[src/rtl/shift_seq_ctrl.sv]
// rtl/shift_seq_ctrl.sv - command-driven step sequencer for the rotate/shift datapath
//
// Accepts one command {mode, count} at a time and then issues exactly
// `count` single-cycle `en` strobes to the shifter, one every TICK_DIV clocks.
// After the last strobe it raises `done` for one cycle and becomes ready again.
// `mode` is latched at accept and held until the next accept.
//
// Optional feature macro: SEQ_ABORT_EN (adds the `abort` input).
//
// Parameters:
//   TICK_DIV   clocks between consecutive strobes (>= 1)
//   CNT_W      width of the step count / remaining-step counter
// Ports:
//   clk_out    in   block clock (shared with the shifter)
//   rst        in   asynchronous active-high reset
//   cmd_valid  in   command request
//   cmd_ready  out  high while idle; accept on cmd_valid & cmd_ready
//   cmd_mode   in   shifter mode code, passed through unmodified
//   cmd_count  in   number of steps (0 = no steps)
//   mode       out  registered mode to the shifter
//   en         out  registered one-cycle step strobe
//   busy       out  high while a command is running or completing
//   done       out  one-cycle completion pulse
//   step_left  out  remaining steps
//   abort      in   (SEQ_ABORT_EN only) end the running command early

module shift_seq_ctrl #(
   parameter int TICK_DIV = 4,
   parameter int CNT_W    = 4
) (
   input  logic             clk_out,
   input  logic             rst,
   input  logic             cmd_valid,
   output logic             cmd_ready,
   input  logic [2:0]       cmd_mode,
   input  logic [CNT_W-1:0] cmd_count,
   output logic [2:0]       mode,
   output logic             en,
   output logic             busy,
   output logic             done,
   output logic [CNT_W-1:0] step_left
`ifdef SEQ_ABORT_EN
   ,
   input  logic             abort
`endif
);

   // A prescaler of width 1 still works when TICK_DIV is 1 (reload value 0).
   localparam int PW = (TICK_DIV > 1) ? $clog2(TICK_DIV) : 1;
   localparam logic [PW-1:0] PRESC_RELOAD = PW'(TICK_DIV - 1);

   typedef enum logic [1:0] {
      S_IDLE = 2'd0,
      S_RUN  = 2'd1,
      S_DONE = 2'd2
   } state_t;

   state_t           state, state_n;
   logic [PW-1:0]    presc, presc_n;
   logic [CNT_W-1:0] step_n;
   logic [2:0]       mode_n;
   logic             en_n;
   logic             done_n;
   logic             abort_req;

`ifdef SEQ_ABORT_EN
   assign abort_req = abort;
`else
   assign abort_req = 1'b0;
`endif

   assign cmd_ready = (state == S_IDLE);
   assign busy      = (state != S_IDLE);

   always_ff @(posedge clk_out or posedge rst) begin
      if (rst) begin
         state     <= S_IDLE;
         presc     <= '0;
         step_left <= '0;
         mode      <= 3'b000;
         en        <= 1'b0;
         done      <= 1'b0;
      end else begin
         state     <= state_n;
         presc     <= presc_n;
         step_left <= step_n;
         mode      <= mode_n;
         en        <= en_n;
         done      <= done_n;
      end
   end

   always_comb begin
      state_n = state;
      presc_n = presc;
      step_n  = step_left;
      mode_n  = mode;
      en_n    = 1'b0;
      done_n  = 1'b0;

      case (state)
         S_IDLE: begin
            if (cmd_valid) begin
               mode_n = cmd_mode;
               step_n = cmd_count;
               if (cmd_count == '0) begin
                  state_n = S_DONE;
               end else begin
                  presc_n = PRESC_RELOAD;
                  state_n = S_RUN;
               end
            end
         end

         S_RUN: begin
            if (abort_req) begin
               // step_left freezes; the strobe already on `en` was sampled.
               state_n = S_DONE;
            end else if (presc != '0) begin
               presc_n = presc - 1'b1;
            end else begin
               presc_n = PRESC_RELOAD;
               if (step_left != '0) begin
                  en_n   = 1'b1;
                  step_n = step_left - 1'b1;
               end
               if (step_left <= CNT_W'(1)) begin
                  state_n = S_DONE;
               end
            end
         end

         S_DONE: begin
            // First DONE cycle raises the pulse; the second returns to idle,
            // so busy covers the whole pulse and ready follows one cycle later.
            if (!done) begin
               done_n = 1'b1;
            end else begin
               state_n = S_IDLE;
            end
         end

         default: begin
            state_n = S_IDLE;
         end
      endcase
   end

endmodule

[config.mk]
export PLATFORM = sky130hd
export DESIGN_NAME = shift_seq_ctrl
export DESIGN_NICKNAME = d
export VERILOG_FILES = /design/src/rtl/shift_seq_ctrl.sv
export SDC_FILE = /design/constraint.sdc
export NUM_CORES = 1
export LEC_CHECK = 0
export CAP_MARGIN = 20
export CORE_MARGIN = 2
export CORE_UTILIZATION = 45
export DETAILED_ROUTE_END_ITERATION = 10
export GPL_TIMING_DRIVEN = 0
export PLACE_DENSITY = 0.76
export SKIP_LAST_GASP = 1
export SYNTH_ARGS = -nofsm -noshare
export SYNTH_HDL_FRONTEND = slang
export SYNTH_SLANG_ARGS = --single-unit
[constraint.sdc]
create_clock -name clk_out -period 4.9 [get_ports clk_out]
set_input_delay 0.98 -clock clk_out [delete_from_list [all_inputs] [get_ports clk_out]]
set_output_delay 0.98 -clock clk_out [all_outputs]
set_load 0.05 [all_outputs]
==> results of run 1 <==
## critical path, cell delays in order (launching register included)
cell and delay [ns]:
dfrtp_1 0.46, nor2_1 0.21, clkdlybuf4s50_1 0.83
## state kept, by name, indices dropped and copies added, names as in the netlist
| signal | count |
|---|---|
| step_left | 4 |
| state | 2 |
| presc | 2 |
| en | 1 |
| done | 1 |
| mode | 3 |
## where the power goes
part           switching [mW]  total (mW)  leakage (nW)  internal (mW)
sequential             0.0398       0.190         0.151          0.150
clock                  0.0353      0.0669        0.0150         0.0316
combinational           0.240       0.398         0.264          0.158
## cell type report
type,count,area share [%]
plain buffers,2,2.33
clock buffers,4,2.72
inverters,7,2.72
multi-input cells,44,35.8
flip-flops and latches,13,33.6
well taps,16,2.07
repair buffers,20,20.7
## worst max path at each step
stage	from	slack [ns]	to	depth (start not counted)
2_1_floorplan	state[1]	2.27	busy	3
3_3_place_gp	cmd_valid	2.31	step_left[0]	5
3_5_place_dp	cmd_valid	2.28	step_left[0]	5
4_1_cts	state[0]	2.14	cmd_ready	2
5_1_grt	state[0]	2.05	cmd_ready	2
6_report	state[0]	2.15	cmd_ready	2
## cells in the final DEF (no fill, tap or decap)
cell type | netlist | routed
nand2b_1 | 1 | 1
ha_1 | 4 | 4
or3b_1 | 1 | 1
mux2i_1 | 2 | 2
a32oi_1 | 1 | 1
nor2b_1 | 1 | 1
clkbuf_1 | 0 | 1
nor2_1 | 6 | 6
nand3_1 | 1 | 1
nor3_1 | 2 | 2
inv_1 | 7 | 7
or4_1 | 1 | 1
buf_6 | 2 | 2
o21ai_0 | 1 | 1
and4bb_2 | 1 | 1
clkbuf_4 | 0 | 3
and2b_1 | 1 | 1
o21a_4 | 1 | 1
or3b_2 | 1 | 1
o211ai_1 | 1 | 1
mux2_2 | 3 | 3
nor3b_1 | 3 | 3
nand2_1 | 1 | 1
a22oi_1 | 3 | 3
a32o_1 | 1 | 1
clkdlybuf4s50_1 | 0 | 20
a221o_1 | 1 | 1
nand3b_1 | 2 | 2
o221ai_1 | 2 | 2
a21oi_1 | 2 | 2
dfrtp_1 | 13 | 13
## layer usage
metal	wire [µm]	up-vias	part of all wire (%)
met2	772	19	50
met3	76	4	4.9
met4	33	0	2.1
met5	0	-	0
met1	673	299	43
li1	-	286	-
## stage by stage
stage          setup slack (ns)  util, %  area [µm²]  hold slack, ns
4_1_cts                    2.14     64.2         967           0.513
6_report                   2.15     64.2         967           0.508
3_3_place_gp               2.31     62.5         941           0.481
5_1_grt                    2.05     64.2         967           0.537
2_1_floorplan              2.27        -         721           0.465
3_5_place_dp               2.28     62.5         941           0.497
## kinds of logic (layout without fill, tap and decap cells)
group,Yosys count,in the layout
AO/OA/AOI/OAI,13,13
adder cells (fa/ha/maj),4,4
buffers and inverters,9,33
flip-flops,13,13
multiplexers,5,5
AND/OR/NAND/NOR,22,22
==> flow_summary.ini, run 1 <==
[min_path]
hold_start = presc[0]
min_to = presc[0]
whs_path_depth = 1
hold_class = register to register

[cells_and_area]
drive_gt1_share_pct = 12.2
final.fill_count = 141
finalNonFillerCells = 106
antenna-diode-count = 0
ff_latch_area_um2 = 325
finalNetCount = 105
syn2layout_area_growth_pct = 34.2
multi_input_area_um2 = 347

[detailed_routing]
wirelength_um = 1560
wire_per_inst_um = 14.7
first_pass_iters = 4
route.detailed.drc = 0
vias = 608
first_iter_violations = 10
avgViaCountPerCell = 5.74
postRouteAntennaNets = 0

[synthesis]
synth.most_common_cell = dfrtp_1
synth_mux_area_share_pct = 7.47
synth_compound_area_share_pct = 14.8
syn_area_um2 = 721
synth_fp_nets = 80
ys.flop_type = dfrtp_1
synth_cell_types = 28
synth-edff-count = 0
synthCells = 66
synth_top_area_share_pct = 45.1
synthArstFlopShare_pct = 100
synth_top_family_by_area = simple AND/OR/NAND/NOR gates
synth_area_leaders = dfrtp_1, ha_1, mux2_2
yosysSeqAreaShare_pct = 45.1
synth_xor_area_share_pct = 0
yosys.area_share.simple_pct = 18.9
yosys-top-cells-count = dfrtp_1, inv_1, nor2_1
ys_ff_latch = 13
netlist.top_cell.by_area = dfrtp_1
postSynthAreaPerCell_um2 = 10.9
synth.yosys.warnings = 0
synthAdderAreaFrac_pct = 6.94

[floorplan]
fp.dieArea_um2 = 1940
die_h_um = 44.0
die_w_um = 44.0
fp-row-count = 14
initial_core_util_pct = 47.8
num_io_pins = 21
core_area_um2 = 1510

[worst_setup_path]
r2r_cells = 5
r2r_end = step_left[0]
reg2reg_from = step_left[0]
cp-end-kind = output port
cp.required_ns = 3.92
path_class = register to output port
worst-path-max-fanout = 9
cp-start-kind = register
reg2reg_setup_slack_ns = 3.23
cp.arrival_ns = 1.77

[timing]
finalHoldViolCount = 0
skew_ns = 0.00192
finalSetupViolations = 0
relSlewSlack_pct = 66.6
finalCritPeriodShare_pct = 56.2
rsz0062_at_grt = no
timing.fmax_mhz = 363
tightestPinTransition_ns = 0.501
slew_viol_final = 0
min_period_ns = 2.75
setup_tns_ns = 0

[placement]
dp_hpwl_um = 1170
dpl.cell_count = 102
place_congestion = 0.809
port_buffers = 20

[grt]
grt_pass1_vias = 601
busiest_layer = met2
met2_usage_pct = 28.8
met3_usage_pct = 4.90
antenna_found_initial = 0
grt_pass1_wl_um = 2670
grt_util_all_layers_pct = 19.2
grt_max_degree = 14
grt-ovfl-total = 0
use_met1_pct = 24.8

[power]
p_per_area_nw_per_um2 = 677
p_leak_nw = 0.431
peakVddDrop_uv = 444
power_mw = 0.655

[cts]
clkTransAtPathRegs_ns = 0.08
cts_max_level = 1
ctsResizeCount = 0
postCtsSetupBuffers = 0
cts.sinks = 13
cts_buffer_depth = 2
cts_tree = yes
clock_latency_ns = 0.28
hold_buffers = 0
cts_buffers = 3
cts_root_buf = clkbuf_4

[outcome]
status = completed

[run]
cap_violations = 0
Power figures use the tool's default switching activity.
==> run 2: changes to the inputs <==
Clock period 4.9 ns to 2.8 ns, I/O delays scaled along.
==> results of run 2 <==
The final DEF is identical to that of run 1. Status: completed.
Among the figures that moved: setup slack after placement 2.28 ns -> 0.605 ns; setup slack after layout 2.15 ns -> 0.466 ns; register-to-register setup slack 3.23 ns -> 1.13 ns; total power 0.655 mW -> 1.15 mW; worst IR drop on VDD 444 µV -> 777 µV
==> run 3: changes to the inputs <==
Settings changed: CORE_UTILIZATION 45 to 41, PLACE_DENSITY 0.76 to 0.73.
Clock period 2.8 ns to 1.9 ns, I/O delays scaled along.
==> run 3 against run 2 <==
Effect of this change: count of clock-buffer cells in the layout unchanged; worst setup slack got worse by 0.41 ns; largest power group unchanged; sequential share of layout area up 0.22 points; global-route usage fell by 3.2 points.
==> flow_summary.ini, run 3 (synthesis gave the netlist of run 1 again) <==
[timing]
setup_tns_ns = 0
finalSetupViolations = 0
slew_viol_final = 0
skew_ns = 0.000699
rsz0062_at_grt = no
tightestPinTransition_ns = 0.504
finalHoldViolCount = 0
hold_slack_ns = 0.424
finalCritPeriodShare_pct = 96.9
fin_ws_ns = 0.0598
timing.fmax_mhz = 543
min_period_ns = 1.84
relSlewSlack_pct = 66.4

[worst_setup_path]
worst-path-max-fanout = 3
cp.buffers_inverters = 1
path_class = register to output port
cpMaxStageDelayCell = clkdlybuf4s50_1
cp-start-kind = register
cp-end-kind = output port
reg2reg_setup_slack_ns = 0.27
cp.required_ns = 1.52
cp.arrival_ns = 1.46
cp_cell_sequence = clkdlybuf4s50_1
max_stage_delay_ns = 0.81
crit_family = buffers and inverters

[cells_and_area]
max_flop_register = step_left
antenna-diode-count = 0
reg_top3 = step_left: 4 flops, mode: 3 flops
finalNonFillerCells = 107
design_area_um2 = 961
syn2layout_area_growth_pct = 33.3
finalNetCount = 105
finalCoreUtilization_pct = 56.9
final_common_cell = clkdlybuf4s50_1
drive_gt1_share_pct = 14.4
mostFrequentLayoutCells = clkdlybuf4s50_1, dfrtp_1, inv_1
largest_register_ff_count = 4

[placement]
dp_slack_ns = -0.0874
place_area_um2 = 945
dpl.cell_count = 103
dp_hpwl_um = 1080
place_congestion = 0.773
port_buffers = 20

[grt]
grt_util_all_layers_pct = 16.0
grt-ovfl-total = 0
grt_max_degree = 14
grt_pass1_wl_um = 2350
antenna_found_initial = 0
grt_pass1_vias = 551

[outcome]
status = completed

[floorplan]
num_io_pins = 21
die_h_um = 45.9
fp-row-count = 15
initial_core_util_pct = 42.7
core_area_um2 = 1690
die_w_um = 45.9
fp.dieArea_um2 = 2110

[cts]
clkTransAtPathRegs_ns = 0.08
cts_root_buf = clkbuf_4
cts.sinks = 13
hold_buffers = 0
cts_buffers = 3
clock_latency_ns = 0.28
cts_tree = yes
cts_buffer_depth = 2
cts_max_level = 1

[detailed_routing]
wire_per_inst_um = 13.7
avgViaCountPerCell = 5.54
first_pass_iters = 4
postRouteAntennaNets = 0
first_iter_violations = 7
wirelength_um = 1470
route.detailed.drc = 0
vias = 593

[power]
pwr-share-comb_pct = 59.6
power.switching_mw = 0.794
swShare_pct = 48.4
clkPwrFrac_pct = 10.6
power_frac_seq_pct = 29.8
p_int_mw = 0.845
peakVddDrop_uv = 925
p_per_area_nw_per_um2 = 1710
p_leak_nw = 0.429
power_mw = 1.64

[min_path]
hold_class = primary input to async pin

[run]
cap_violations = 0
-- run 3: cell count changes in the layout (fill, tap and decap cells not counted) --
cell	previous run	this run
clkdlybuf4s50_1	20	15
dlygate4sd2_1	0	4
clkbuf_2	0	1
nor2_1	6	5
nor2_2	0	1
-- run 3: worst register-to-register path: stages, from the launching register on --
cell,delay (ns)
dfrtp_1,0.48
or3b_1,0.42
buf_6,0.15
o21a_4,0.13
a221o_1,0.33
-- run 3: power by group through the flow --
stage	registers, mW	clock network, mW	logic (mW)
after floorplan	0.738	0	0.468
after global placement	0.488	0	1.01
after detailed placement	0.493	0	1.01
after CTS	0.488	0.182	0.987
after global routing	0.502	0.192	1.05
final	0.488	0.173	0.978
-- run 3: layout make-up --
cell class	instances	area (µm²)
multi-input cells	44	349
clock buffers	4	26.3
flip-flops and latches	13	325
plain buffers	2	22.5
well taps	17	21.3
repair buffers	20	190
fillers	160	728
inverters	7	26.3
-- run 3: final timing paths --
path,endpoint,startpoint,cells past startpoint
min in group clk_out,presc[0],presc[0],1
max reg2reg,step_left[0],state[0],4
max,step_left[1],step_left[1],1
min,presc[1],rst,2
min reg2reg,presc[0],presc[0],1
max in group asynchronous,step_left[3],rst,2
-- run 3: what timing repair did --
action	4_1_cts	5_1_grt
gates resized for setup	5	2
buffers inserted	0	0
gates cloned	0	0
endpoints found under the setup margin	5	1
hold endpoints to repair	0	0
-- run 3: metal layers --
layer / GRT usage (%) / wire length (µm)
met1: 20.6 / 716
met2: 23.6 / 685
met3: 2.78 / 43
met4: 12.0 / 20
met5: 0 / 0
